[src/rtl/move_sequencer_pkg.sv]
// Shared constants, state encodings and index helpers for the 3x3 tile-merge sequencer.
package move_sequencer_pkg;

  localparam int unsigned TILE_W  = 3;
  localparam int unsigned BOARD_N = 3;
  localparam int unsigned CELLS   = BOARD_N * BOARD_N;
  localparam int unsigned BOARD_W = CELLS * TILE_W;
  localparam int unsigned LINE_W  = BOARD_N * TILE_W;

  localparam logic [TILE_W-1:0] WIN_TILE  = 3'd7;
  localparam logic [15:0]       LFSR_MASK = 16'hB400;

  localparam logic [1:0] DIR_UP    = 2'b00;
  localparam logic [1:0] DIR_DOWN  = 2'b01;
  localparam logic [1:0] DIR_LEFT  = 2'b10;
  localparam logic [1:0] DIR_RIGHT = 2'b11;

  localparam logic [2:0] S_IDLE  = 3'd0;
  localparam logic [2:0] S_MERGE = 3'd1;
  localparam logic [2:0] S_SPAWN = 3'd2;
  localparam logic [2:0] S_CHECK = 3'd3;
  localparam logic [2:0] S_OVER  = 3'd4;
  localparam logic [2:0] S_WON   = 3'd5;

  typedef enum logic [2:0] {
    IDLE  = S_IDLE,
    MERGE = S_MERGE,
    SPAWN = S_SPAWN,
    CHECK = S_CHECK,
    OVER  = S_OVER,
    WON   = S_WON
  } state_e;

  // Board cell index (r*3+c) of element k of line 'line' for a given direction.
  function automatic logic [3:0] cell_idx(input logic [1:0] dir, input logic [1:0] line,
                                          input logic [1:0] k);
    logic [1:0] r;
    logic [1:0] c;
    case (dir)
      DIR_LEFT:  begin r = line;      c = k;         end
      DIR_RIGHT: begin r = line;      c = 2'd2 - k;  end
      DIR_UP:    begin r = k;         c = line;      end
      default:   begin r = 2'd2 - k;  c = line;      end
    endcase
    return {2'b00, r} * 4'd3 + {2'b00, c};
  endfunction

  function automatic logic [15:0] lfsr_step(input logic [15:0] s);
    return s[0] ? ({1'b0, s[15:1]} ^ LFSR_MASK) : {1'b0, s[15:1]};
  endfunction

endpackage

[src/rtl/move_sequencer_row_ops.sv]
// Single-line slide-and-merge: compacts tiles toward element 0, merges equal pairs once.
module row_ops
  import move_sequencer_pkg::*;
(
  input  logic [LINE_W-1:0] line_in,
  output logic [LINE_W-1:0] line_out
);

  logic [TILE_W-1:0] a [BOARD_N];
  logic [TILE_W-1:0] c [BOARD_N];
  logic [TILE_W-1:0] o [BOARD_N];
  int unsigned       n;

  always_comb begin
    n = 0;
    for (int unsigned k = 0; k < BOARD_N; k++) begin
      a[k] = line_in[k*TILE_W +: TILE_W];
      c[k] = '0;
    end
    for (int unsigned k = 0; k < BOARD_N; k++) begin
      if (a[k] != '0) begin
        c[n[1:0]] = a[k];
        n = n + 1;
      end
    end

    // Pair nearest element 0 wins; a merged tile never merges again.
    o[0] = c[0];
    o[1] = c[1];
    o[2] = c[2];
    if (c[0] != '0 && c[0] == c[1]) begin
      o[0] = c[0] + 3'd1;
      o[1] = c[2];
      o[2] = '0;
    end else if (c[1] != '0 && c[1] == c[2]) begin
      o[1] = c[1] + 3'd1;
      o[2] = '0;
    end

    line_out = {o[2], o[1], o[0]};
  end

endmodule

[src/rtl/move_sequencer.sv]
// 3x3 tile-merge game sequencer: accepts moves, merges one line per cycle, spawns tiles
// from a Galois LFSR and flags win / game-over.
module move_sequencer
  import move_sequencer_pkg::*;
#(
  parameter logic [15:0] LFSR_SEED = 16'hACE1
) (
  input  logic                clk,
  input  logic                rst_n,
  input  logic                new_game,
  input  logic                load_valid,
  input  logic [BOARD_W-1:0]  load_board,
  input  logic                move_valid,
  input  logic [1:0]          move_dir,
  output logic                move_ready,
  output logic [BOARD_W-1:0]  board,
  output logic                busy,
  output logic                done,
  output logic                moved,
  output logic                game_over,
  output logic                win
);

  state_e             state;
  logic [15:0]        lfsr;
  logic [1:0]         line_idx;
  logic [1:0]         dir_q;
  logic [BOARD_W-1:0] snapshot;
  logic               changed;
  logic               spawn_two;

  logic [LINE_W-1:0]  line_in;
  logic [LINE_W-1:0]  line_out;
  logic [BOARD_W-1:0] merged_board;
  logic [BOARD_W-1:0] spawn_board;
  logic               has_win;
  logic               has_empty;
  logic               has_pair;

  assign move_ready = (state == IDLE);
  assign busy       = !(state == IDLE || state == OVER || state == WON);

  always_comb begin : gather
    logic [3:0] idx;
    idx     = '0;
    line_in = '0;
    for (int unsigned k = 0; k < BOARD_N; k++) begin
      idx = cell_idx(dir_q, line_idx, 2'(k));
      line_in[k*TILE_W +: TILE_W] = board[idx*TILE_W +: TILE_W];
    end
  end

  row_ops u_row_ops (
    .line_in  (line_in),
    .line_out (line_out)
  );

  always_comb begin : scatter
    logic [3:0] idx;
    idx          = '0;
    merged_board = board;
    for (int unsigned k = 0; k < BOARD_N; k++) begin
      idx = cell_idx(dir_q, line_idx, 2'(k));
      merged_board[idx*TILE_W +: TILE_W] = line_out[k*TILE_W +: TILE_W];
    end
  end

  always_comb begin : spawn
    logic [3:0]        cand;
    logic [4:0]        pos;
    logic [TILE_W-1:0] val;
    logic              found;
    spawn_board = board;
    found       = 1'b0;
    cand        = lfsr[3:0] % 4'd9;
    val         = (lfsr[7:4] == 4'd0) ? 3'd2 : 3'd1;
    pos         = '0;
    // Upward scan from the candidate with wrap 8->0; 5-bit sum avoids overflow.
    for (int unsigned k = 0; k < CELLS; k++) begin
      pos = {1'b0, cand} + 5'(k);
      if (pos >= 5'd9) pos = pos - 5'd9;
      if (!found && board[pos*TILE_W +: TILE_W] == '0) begin
        spawn_board[pos*TILE_W +: TILE_W] = val;
        found = 1'b1;
      end
    end
  end

  always_comb begin : status
    logic [TILE_W-1:0] v;
    has_win   = 1'b0;
    has_empty = 1'b0;
    has_pair  = 1'b0;
    v         = '0;
    for (int unsigned r = 0; r < BOARD_N; r++) begin
      for (int unsigned c = 0; c < BOARD_N; c++) begin
        v = board[(r*BOARD_N + c)*TILE_W +: TILE_W];
        if (v == WIN_TILE) has_win = 1'b1;
        if (v == '0) has_empty = 1'b1;
        if (c < BOARD_N-1 && v == board[(r*BOARD_N + c + 1)*TILE_W +: TILE_W]) has_pair = 1'b1;
        if (r < BOARD_N-1 && v == board[((r+1)*BOARD_N + c)*TILE_W +: TILE_W]) has_pair = 1'b1;
      end
    end
  end

  always_ff @(posedge clk or negedge rst_n) begin
    if (!rst_n) begin
      state     <= IDLE;
      board     <= '0;
      lfsr      <= LFSR_SEED;
      line_idx  <= '0;
      dir_q     <= DIR_UP;
      snapshot  <= '0;
      changed   <= 1'b0;
      spawn_two <= 1'b0;
      done      <= 1'b0;
      moved     <= 1'b0;
      game_over <= 1'b0;
      win       <= 1'b0;
    end else begin
      lfsr <= lfsr_step(lfsr);
      done <= 1'b0;
      if (new_game) begin
        board     <= '0;
        game_over <= 1'b0;
        win       <= 1'b0;
        line_idx  <= '0;
        changed   <= 1'b1;
        spawn_two <= 1'b1;
        state     <= SPAWN;
      end else begin
        case (state)
          IDLE, OVER, WON: begin
            if (load_valid) begin
              board     <= load_board;
              game_over <= 1'b0;
              win       <= 1'b0;
              changed   <= 1'b0;
              state     <= CHECK;
            end else if (move_valid && state == IDLE) begin
              snapshot <= board;
              dir_q    <= move_dir;
              line_idx <= '0;
              state    <= MERGE;
            end
          end
          MERGE: begin
            board <= merged_board;
            if (line_idx == 2'd2) begin
              line_idx  <= '0;
              changed   <= (merged_board != snapshot);
              spawn_two <= 1'b0;
              state     <= (merged_board != snapshot) ? SPAWN : CHECK;
            end else begin
              line_idx <= line_idx + 2'd1;
            end
          end
          SPAWN: begin
            board <= spawn_board;
            if (spawn_two) spawn_two <= 1'b0;
            else           state     <= CHECK;
          end
          CHECK: begin
            done  <= 1'b1;
            moved <= changed;
            if (has_win) begin
              win   <= 1'b1;
              state <= WON;
            end else if (!has_empty && !has_pair) begin
              game_over <= 1'b1;
              state     <= OVER;
            end else begin
              state <= IDLE;
            end
          end
          default: state <= IDLE;
        endcase
      end
    end
  end

endmodule
[config.mk]
export PLATFORM = sky130hd
export DESIGN_NAME = move_sequencer
export DESIGN_NICKNAME = d
export VERILOG_FILES = /design/src/rtl/move_sequencer_pkg.sv /design/src/rtl/move_sequencer_row_ops.sv /design/src/rtl/move_sequencer.sv
export SDC_FILE = /design/constraint.sdc
export NUM_CORES = 1
export LEC_CHECK = 0
export CORE_ASPECT_RATIO = 0.5
export CORE_MARGIN = 2
export CORE_UTILIZATION = 40
export DETAILED_ROUTE_END_ITERATION = 10
export GPL_TIMING_DRIVEN = 0
export HOLD_SLACK_MARGIN = 0.08
export PLACE_DENSITY = 0.63
export RECOVER_POWER = 50
export SYNTH_ARGS = -nofsm -noshare
export SYNTH_HDL_FRONTEND = slang
export SYNTH_SLANG_ARGS = --single-unit
[constraint.sdc]
create_clock -name clk -period 9 [get_ports clk]
set_input_delay 1.8 -clock clk [delete_from_list [all_inputs] [get_ports clk]]
set_output_delay 1.8 -clock clk [all_outputs]
set_load 0.02 [all_outputs]
==> metrics.md <==
| Metric | Value |
|---|---|
| Status | `finished with violations` |
| Violations in the final reports | `capacitance limit, slew limit` |
| Full die area | `0.03702 mm^2` |
| # IOs | `67` |
| WL met1 | `26750 um` |
| Most common cell after layout, fill and taps aside | `nand2_1` |
| Worst-Skew Late Latency | `0.36 ns` |
| Endpoints failing hold | `0` |
| WP data required | `roughly 9 ns` |
| CTS tree | `built` |
| CP Max Fanout | `16` |
| Fillers | `3514` |
| Max Cap Violations | `2` |
| H-Tree Level Count | `3` |
| Actual slew at the worst max-slew pin | `roughly 2.6 ns` |
| Die Span Y | `137.1 um` |
| Routed wire per std cell | `25.76 um` |
| Global-route usage over all layers | `33.86%` |
| Syn_area_per_cell | `7.339 um^2` |
| Vias | `16670` |
| N_diodes | `0` |
| CTS Buf Count | `9` |
| CP Capture Type | `register` |
| Cts hold-fix bufs | `0` |
| Post-DP HPWL | `49720 um` |
| Initial antenna violation count | `2` |
| Max frequency | `~120 MHz` |
| Highest Signal Layer | `met5` |
| First-pass detailed-route iteration total | `8` |
| Most used cell, CP | `clkbuf_1` |
| Layout cell share with drive strength beyond 1 | `9.032%` |
| Seq/Total Area, Yosys | `14.73%` |
| WL final | `64140 um` |
| GRT overflow | `0` |
| I/O Buffers | `66` |
| Slowest CP cell | `clkbuf_1` |
| FP Rows | `48` |
| # DRC | `0` |
| Die width | `around 270 um` |
| Predominant post-synthesis flop cell | `dfrtp_1` |
| Slowest stage delay, CP | `0.74 ns` |
| Final ANT Viol Nets | `0` |
| Via-to-Cell Ratio | `approximately 6.7` |
| Post-synth EDFFs | `0` |
| Most frequent cells in the layout | `nand2_1, nor2_1, o21ai_0` |
| HP Class | `register to register` |
| CTS clk-pin slew, worst paths | `around 0.060 ns` |
| CP arrival | `8.83 ns` |
| Setup crit start kind | `register` |
| Async SR Flop Fraction | `100.0%` |
| RSZ-0062 raised after global routing | `true` |
| Number of global-route vias before repair | `15130` |
| Setup violators final | `0` |
| Synth area leader | `dfrtp_1` |
| Tmin final | `8.635 ns` |
| Area share of the largest cell type after synthesis | `13.25%` |
| Area growth syn-to-layout | `12.36%` |
| Top post-synthesis cells by area | `dfrtp_1, ha_1, nand2_1` |
| Largest delay contributor family on the critical path | `buffers and inverters` |
| Starting DRT DRC Count | `2376` |
| Max_slew headroom | `-75.42%` |
| CTS Buffer Depth | `2` |
| Crit Path Category | `register to register` |
| Synthesized Nets | `2045` |
| Final Max Tran Viols | `86` |
| Buffers plus inverters on the worst setup path | `6` |
| Met2 Routed Length | `26330 um` |
| Yosys reg bits | `between 80 and 90` |
| Post-Syn Instances | `around 1900` |
| CTS root buffer | `clkbuf_16` |
| Initial Util | `between 40% and 50%` |
| Pin count of the biggest net entering global routing | `46` |
| Core Region | `about 0.035 mm^2` |
| Final worst-path cycle share | `95.95%` |
| Setup TNS | `0 ns` |
| Hold Slack | `approximately 0.35 ns` |
| Clk sinks | `83` |
| GPL Wtd Cong | `1.033` |
| Synth cell types | `106` |
| First-pass GRT wire length | `95050 um` |
| Met3 routed wirelength | `7546 um` |
| Setup Skew | `approximately 0.013 ns` |
| Synth warn | `0` |
| Synth Cell Area | `0.01416 mm^2` |
| Nets | `roughly 2100` |
## worst paths after layout
check,start,end,cells past startpoint,slack (ns)
min in group asynchronous,rst_n,lfsr[2],1,2.08
min reg2reg,lfsr[9],lfsr[8],0,0.35
max reg2reg,lfsr[0],board[15],25,0.36
max in group asynchronous,rst_n,snapshot[5],2,3.55
max,lfsr[0],board[15],25,0.36
min,lfsr[9],lfsr[8],0,0.35
## per-layer routing
metal | vias up | global-route usage, %
met5 | - | 0
met4 | 2 | 16.88
met3 | 237 | 8.614
met2 | 1135 | 50.46
met1 | 7913 | 45.52
li1 | 7387 | -
## synth_stat cells (24+ instances only)
master,n
a21oi_1,105
a22oi_1,24
a31oi_1,34
and2_1,44
and3_1,31
clkbuf_1,75
dfrtp_1,75
ha_1,75
inv_1,83
mux2_2,42
mux2i_1,54
nand2_1,189
nand3_1,99
nand4_1,24
nor2_1,167
nor3_1,75
o21ai_0,108
xnor2_1,54
xor2_1,33
## flip-flops by register name, indices dropped and copies added (netlist names)
signal / flops
snapshot: 27
game_over: 1
state: 3
win: 1
dir_q: 2
board: 27
done: 1
lfsr: 16
changed: 1
moved: 1
spawn_two: 1
line_idx: 2
## final cells by class
class,count,area [um^2],share of cell area (%)
repair buffers,73,703.2,4.419
inverters,92,346.6,2.178
multi-input cells,1652,11430,71.83
flip-flops and latches,83,2087,13.11
clock buffers,11,242.7,1.525
well taps,475,594.3,3.735
clock inverters,5,85.08,0.5346
plain buffers,99,424.2,2.665
## timing repair
item,in CTS,in global routing
resized for setup,4,24
pin swaps,0,3
endpoints found under the setup margin,4,28
hold endpoints to repair,0,0
setup buffers,0,6
## metrics by stage
stage	cell area [um^2]	setup WS [ns]	std cells	utilization (%)
5_1_grt	15910	-0.05639	2490	45.92
3_3_place_gp	15420	-0.4818	2471	44.49
2_1_floorplan	14160	1.221	1930	-
6_report	15910	0.3649	2490	45.92
4_1_cts	15800	0.02154	2487	45.58
3_5_place_dp	15450	-0.4928	2472	44.58
## cells by family (layout without fill, tap and decap cells)
| group | Yosys count | in the layout | synth area share (%) |
|---|---|---|---|
| simple gates | 790 | 790 | 27.96 |
| compound gates | 576 | 576 | 28.58 |
| buf+inv | 195 | 280 | 5.468 |
| flops | 83 | 83 | 14.73 |
| mux | 115 | 115 | 10.02 |
| fa+ha+maj | 81 | 81 | 7.474 |
| xor+xnor | 90 | 90 | 5.769 |
Power is not shown: default switching activity piles up to over one toggle a cycle in this logic, so the estimate is an artifact.
